### config.mk
export PLATFORM = sky130hd
export DESIGN_NAME = mux_stream_nx1_flat
export DESIGN_NICKNAME = d
export VERILOG_FILES = /design/src/rtl/mux_stream_nx1_pkg.sv /design/src/rtl/mux_stream_nx1_if.sv /design/src/rtl/mux_stream_nx1_rr_arbiter.sv /design/src/rtl/mux_stream_nx1.sv /design/src/flat_wrapper.sv
export SDC_FILE = /design/constraint.sdc
export NUM_CORES = 1
export LEC_CHECK = 0
export CORE_MARGIN = 1.5
export CORE_UTILIZATION = 47
export CTS_BUF_LIST = sky130_fd_sc_hd__clkbuf_16
export DETAILED_ROUTE_END_ITERATION = 10
export HOLD_SLACK_MARGIN = 0.05
export PLACE_DENSITY_LB_ADDON = 0.1
export RECOVER_POWER = 50
export SYNTH_ARGS = -nofsm -noshare
export SYNTH_HDL_FRONTEND = slang
export SYNTH_SLANG_ARGS = --single-unit
### constraint.sdc
create_clock -name clk -period 5.7 [get_ports clk]
set_input_delay 1.14 -clock clk [delete_from_list [all_inputs] [get_ports clk]]
set_output_delay 1.14 -clock clk [all_outputs]
set_load 0.1 [all_outputs]
### src/rtl/mux_stream_nx1_pkg.sv
// rtl/mux_stream_nx1_pkg.sv - shared mode encodings and counter width for mux_stream_nx1
package mux_stream_pkg;

  localparam logic MODE_SEL = 1'b0;
  localparam logic MODE_RR  = 1'b1;
  localparam int   CNT_W    = 16;

endpackage

### src/rtl/mux_stream_nx1_if.sv
// rtl/mux_stream_nx1_if.sv - N input channels plus one output stream handshake bundle
interface mux_stream_nx1_if #(
  parameter int NUM_CH = 4,
  parameter int DATA_W = 8
);

  localparam int SEL_W = $clog2(NUM_CH);

  logic [NUM_CH*DATA_W-1:0] in_data;
  logic [NUM_CH-1:0]        in_valid;
  logic [NUM_CH-1:0]        in_ready;
  logic [DATA_W-1:0]        out_data;
  logic [SEL_W-1:0]         out_ch;
  logic                     out_valid;
  logic                     out_ready;

  // Environment side: producers plus consumer.
  modport master (
    output in_data, in_valid, out_ready,
    input  in_ready, out_data, out_ch, out_valid
  );

  // Selector side.
  modport slave (
    input  in_data, in_valid, out_ready,
    output in_ready, out_data, out_ch, out_valid
  );

endinterface

### src/rtl/mux_stream_nx1_rr_arbiter.sv
// rtl/mux_stream_nx1_rr_arbiter.sv - round-robin arbiter searching from ptr with wrap
module rr_arbiter #(
  parameter int NUM_CH = 4
) (
  input  logic [NUM_CH-1:0]         req,
  input  logic [$clog2(NUM_CH)-1:0] ptr,
  input  logic                      en,
  output logic [NUM_CH-1:0]         grant,
  output logic [$clog2(NUM_CH)-1:0] idx
);

  localparam int SEL_W = $clog2(NUM_CH);

  logic found;
  int   cand;

  // Walk ptr, ptr+1, ... modulo NUM_CH and grant the first requester.
  always_comb begin
    grant = '0;
    idx   = '0;
    found = 1'b0;
    cand  = 0;
    for (int k = 0; k < NUM_CH; k++) begin
      cand = int'(ptr) + k;
      if (cand >= NUM_CH) cand = cand - NUM_CH;
      if (en && !found && req[cand]) begin
        found       = 1'b1;
        grant[cand] = 1'b1;
        idx         = SEL_W'(cand);
      end
    end
  end

endmodule

### src/rtl/mux_stream_nx1.sv
// rtl/mux_stream_nx1.sv - N:1 stream selector, explicit or round-robin, registered output; MUX_STREAM_CNT_EN adds xfer_cnt
module mux_stream_nx1
  import mux_stream_pkg::*;
#(
  parameter int NUM_CH = 4,
  parameter int DATA_W = 8
) (
  input  logic                      clk,
  input  logic                      rst,
  mux_stream_nx1_if.slave           bus,
  input  logic                      mode,
`ifdef MUX_STREAM_CNT_EN
  input  logic [$clog2(NUM_CH)-1:0] sel,
  output logic [CNT_W-1:0]          xfer_cnt
`else
  input  logic [$clog2(NUM_CH)-1:0] sel
`endif
);

  localparam int SEL_W = $clog2(NUM_CH);

  logic              load_en;
  logic              xfer;
  logic [NUM_CH-1:0] sel_grant;
  logic [NUM_CH-1:0] rr_grant;
  logic [NUM_CH-1:0] grant;
  logic [SEL_W-1:0]  rr_idx;
  logic [SEL_W-1:0]  grant_idx;
  logic [SEL_W-1:0]  rr_ptr;
  logic [SEL_W-1:0]  next_ptr;
  logic [DATA_W-1:0] grant_data;

  // The output register can take a word when empty or being drained this cycle.
  assign load_en = !bus.out_valid || bus.out_ready;

  rr_arbiter #(.NUM_CH(NUM_CH)) u_arb (
    .req   (bus.in_valid),
    .ptr   (rr_ptr),
    .en    (mode == MODE_RR),
    .grant (rr_grant),
    .idx   (rr_idx)
  );

  // Explicit select decode; an out-of-range sel matches no channel.
  always_comb begin
    sel_grant = '0;
    for (int i = 0; i < NUM_CH; i++) begin
      if (sel == SEL_W'(i)) sel_grant[i] = bus.in_valid[i];
    end
  end

  // Pick the grant source by mode and steer the granted channel's word.
  always_comb begin
    grant      = (mode == MODE_RR) ? rr_grant : sel_grant;
    grant_idx  = (mode == MODE_RR) ? rr_idx : sel;
    grant_data = '0;
    for (int i = 0; i < NUM_CH; i++) begin
      if (grant[i]) grant_data = bus.in_data[i*DATA_W +: DATA_W];
    end
  end

  assign bus.in_ready = (load_en && !rst) ? grant : '0;
  assign xfer         = |bus.in_ready;
  assign next_ptr     = (grant_idx == SEL_W'(NUM_CH - 1)) ? '0 : grant_idx + SEL_W'(1);

  // Output stage and round-robin pointer; the pointer only moves on RR transfers.
  always_ff @(posedge clk) begin
    if (rst) begin
      bus.out_valid <= 1'b0;
      bus.out_data  <= '0;
      bus.out_ch    <= '0;
      rr_ptr        <= '0;
    end else if (load_en) begin
      bus.out_valid <= xfer;
      if (xfer) begin
        bus.out_data <= grant_data;
        bus.out_ch   <= grant_idx;
        if (mode == MODE_RR) rr_ptr <= next_ptr;
      end
    end
  end

`ifdef MUX_STREAM_CNT_EN
  // Count consumer-side handshakes; wraps naturally at the top value.
  always_ff @(posedge clk) begin
    if (rst) begin
      xfer_cnt <= '0;
    end else if (bus.out_valid && bus.out_ready) begin
      xfer_cnt <= xfer_cnt + CNT_W'(1);
    end
  end
`endif

endmodule

### src/flat_wrapper.sv
// flat-port wrapper written by rule: the top's interface ports become plain ports
module mux_stream_nx1_flat import mux_stream_pkg::*;
#(
  parameter int NUM_CH = 4,
  parameter int DATA_W = 8
)
  (clk, rst, mode, sel, bus_in_data, bus_in_valid, bus_out_ready, bus_in_ready, bus_out_data, bus_out_ch, bus_out_valid);
  mux_stream_nx1_if #(.NUM_CH(NUM_CH), .DATA_W(DATA_W)) bus_i ();
  input  logic clk;
  input  logic rst;
  input  logic mode;
  input  logic [$clog2(NUM_CH)-1:0] sel;
  input wire logic [$bits(bus_i.in_data)-1:0] bus_in_data;
  input wire logic [$bits(bus_i.in_valid)-1:0] bus_in_valid;
  input wire logic [$bits(bus_i.out_ready)-1:0] bus_out_ready;
  output wire logic [$bits(bus_i.in_ready)-1:0] bus_in_ready;
  output wire logic [$bits(bus_i.out_data)-1:0] bus_out_data;
  output wire logic [$bits(bus_i.out_ch)-1:0] bus_out_ch;
  output wire logic [$bits(bus_i.out_valid)-1:0] bus_out_valid;
  assign bus_i.in_data = bus_in_data;
  assign bus_i.in_valid = bus_in_valid;
  assign bus_i.out_ready = bus_out_ready;
  assign bus_in_ready = bus_i.in_ready;
  assign bus_out_data = bus_i.out_data;
  assign bus_out_ch = bus_i.out_ch;
  assign bus_out_valid = bus_i.out_valid;
  mux_stream_nx1 #(.NUM_CH(NUM_CH), .DATA_W(DATA_W)) u_core (.clk(clk), .rst(rst), .bus(bus_i), .mode(mode), .sel(sel));
endmodule
==> results.ini <==
[cells_and_area]
instances_no_fill = 265
layout-drive-gt1-share_pct = 7.69
final_area_um2 = 2080
final_cell_mix = clkdlybuf4s50_1 (41), nor2_1 (22), nand2b_1 (15), nand2_1 (15), dfxtp_1 (13)
finalNetCount = 284
final_common_cell = clkdlybuf4s50_1
area_delta_synth_final_pct = 43.0
diodes = 0

[worst_setup_path]
arrival_ps = 3900
cpMaxStageDelayCell = dfxtp_1
critPathLaunchType = flip-flop
critPathCaptureType = output pin
criticalPathCategory = flip-flop to output pin
r2r_setup_slack_ps = 1160
path_buf_inv = 2
critPathTopFamily = compound AO/OA/AOI/OAI gates
crit_chain = inv_1, ha_1, mux4_2, nor2b_1, a221o_1, o32a_1, and2_1, buf_4
path_max_fanout = 14
slowest_delay_ps = 650
crit_required_ps = 4560

[die]
ios = 57
dieArea_um2 = 3430
die_height_um = 58.6
fp-row-count = 19
die_w_um = 58.6
core_um2 = 2850
start_util_pct = 50.9

[min_path]
hp-class = flip-flop to flip-flop

[placed_design]
dp.cells = 261
place.gp.congestion = 0.854
hpwlAfterDp_um = 3250
dpl-instance-area_um2 = 2000
portBuffers = 56

[detailed_routing]
drc = 0
wl_met3_um = 288
vias = 1617
drt_pre_antenna_iters = 6
wl_met2_um = 1970
wl_met1_um = 1770
drtIter0Drc = 114
vias_per_cell = 6.10
top_layer = met4
antenna_left = 0
routed_wl_um = 4070
wl_per_cell_um = 15.3

[clock_network]
clockBufferDepth = 2
cts_buffers = 3
clk_latency_ps = 240
clkSlewWorstSetupHoldPaths_ps = 40
h-tree-depth = 1
cts_tree = yes
postCtsSetupRepairBufs = 0
cts.sinks = 13
cts.hold.buffers_added = 0
cts-root-buf = clkbuf_16
cts_resized = 0

[global_route]
grt_overflow_total = 0
grt_antenna_before_repair = 0
grt_start_max_net_pins = 23
grt_pass1_wl_um = 6700
grt_pass1_vias = 1508
grt_use_total_pct = 24.9

[logic_synthesis]
syn_area_um2 = 1450
ys.flop_type = dfxtp_1
synth_warnings = 0
synth_fp_nets = 233
avgSynthCellArea_um2 = 7.89
netlist_instances = 184
synth_edf_count = 0
ys_seq_elements = 13
async_reset_ff_share_pct = 0
yosysSeqAreaShare_pct = 17.9
synth.distinct_cells = 38

[sta]
fin_crit_ps = 5040
rsz0062_at_grt = false
worst_clock_skew_ps = 0.706
setup-tns-final_ps = 0
tightest_slew_ps = 984
setup_viol = 0
hold_violations = 0
max_slew_margin_pct = 34.2
max_freq_mhz = 199
slew_violations = 0
period_share_pct = 88.4

[power_and_ir_drop]
power_frac_seq_pct = 19.9
p_int_w = 0.000326
p_clk_share_pct = 20.9
power_w = 0.000613
switching_share_pct = 46.8
power_frac_comb_pct = 59.2
power.switching_w = 0.000287
p_leak_nw = 0.808
ir_drop_mv = 0.123
p_per_area_nw_per_um2 = 295

[run_status]
status = complete, no violations

[run]
drv_cap = 0

==> worst register-to-register path: stages (launching register included) <==
cell and delay [ps]:
dfxtp_1 650, inv_1 310, ha_1 650, mux4_2 650
nor2b_1 200, a221o_1 300, o32a_1 460, o41a_1 770
a311oi_1 380, a41o_1 120
==> per-stage QoR <==
| stage | worst slack (ps) | util (%) | hold slack, ps |
|---|---|---|---|
| final | 664 | 72.8 | 485 |
| after global placement | 918 | 70.3 | 465 |
| after global routing | 426 | 72.8 | 513 |
| after floorplan | 821 | - | 642 |
| after CTS | 733 | 73.0 | 492 |
| after detailed placement | 843 | 70.3 | 486 |
==> cell usage after synthesis, types with 2 or more instances <==
cell type | n | area, µm²
inv_1 | 7 | 26.3
a311oi_2 | 2 | 30.0
o32a_1 | 2 | 20.0
nand2b_1 | 15 | 93.8
nor2b_1 | 2 | 12.5
a21oi_1 | 4 | 20.0
nand2_1 | 15 | 56.3
a221oi_1 | 2 | 17.5
o31ai_1 | 3 | 22.5
a221o_1 | 3 | 30.0
a311oi_1 | 8 | 70.1
nor2_1 | 22 | 82.6
a22o_1 | 2 | 17.5
o311ai_1 | 2 | 17.5
and2_1 | 11 | 68.8
o311ai_0 | 8 | 70.1
o22ai_1 | 3 | 18.8
mux2i_1 | 7 | 70.1
clkbuf_1 | 8 | 30.0
mux4_2 | 3 | 67.6
nor3b_1 | 5 | 37.5
and3_1 | 8 | 50.1
o22a_1 | 3 | 26.3
ha_1 | 7 | 87.6
dfxtp_1 | 13 | 260
buf_2 | 5 | 25.0
nand3b_1 | 3 | 22.5
==> path summary, 6_finish.rpt <==
kind                                                           to                              start  cells past startpoint
worst max-delay path                              bus_in_ready[0]      u_core.rr_ptr[0]$_SDFFE_PP0P_                      8
worst min-delay path            u_core.bus.out_ch[0]$_SDFFE_PP0P_  u_core.bus.out_ch[0]$_SDFFE_PP0P_                      2
worst max register to register      u_core.rr_ptr[0]$_SDFFE_PP0P_      u_core.rr_ptr[0]$_SDFFE_PP0P_                      9
worst min register to register  u_core.bus.out_ch[0]$_SDFFE_PP0P_  u_core.bus.out_ch[0]$_SDFFE_PP0P_                      2
==> layout make-up <==
type / instances / area, µm²
inverters: 7 / 26.3
repair buffers: 60 / 581
flip-flops and latches: 13 / 260
fillers: 249 / 777
clock buffers: 3 / 75.1
well taps: 31 / 38.8
clock inverters: 1 / 3.75
multi-input cells: 150 / 1090
==> sequential cells by signal (all words and copies together), names as in the netlist <==
name	cells
u_core.bus.out_data	8
u_core.bus.out_ch	2
u_core.rr_ptr	2
u_core.bus.out_valid	1
==> kinds of logic (layout without fill, tap and decap cells) <==
| group | after synthesis | in the layout | share of synthesized area, % |
|---|---|---|---|
| flip-flops | 13 | 13 | 17.9 |
| adder cells (fa/ha/maj) | 7 | 7 | 6.03 |
| AO/OA/AOI/OAI | 47 | 47 | 27.8 |
| multiplexers | 11 | 11 | 10.3 |
| AND/OR/NAND/NOR | 84 | 84 | 30.9 |
| buffers and inverters | 21 | 71 | 6.38 |
| XOR/XNOR | 1 | 1 | 0.604 |
==> power groups by stage <==
| stage | combinational (W) | clock, W | sequential [W] |
|---|---|---|---|
| 6_report | 0.000363 | 0.000128 | 0.000122 |
| 2_1_floorplan | 0.000186 | 0 | 0.000208 |
| 3_3_place_gp | 0.000360 | 0 | 0.000122 |
| 3_5_place_dp | 0.000368 | 0 | 0.000123 |
| 4_1_cts | 0.000368 | 0.000131 | 0.000122 |
| 5_1_grt | 0.000390 | 0.000137 | 0.000123 |
==> per-layer routing <==
metal  vias to the layer above  global-route usage [%]
met2                        81                    40.9
met4                         0                    8.12
li1                        789                       -
met1                       744                    34.2
met3                         3                    2.42
met5                         -                       0
(Power assumes the default switching activity.)
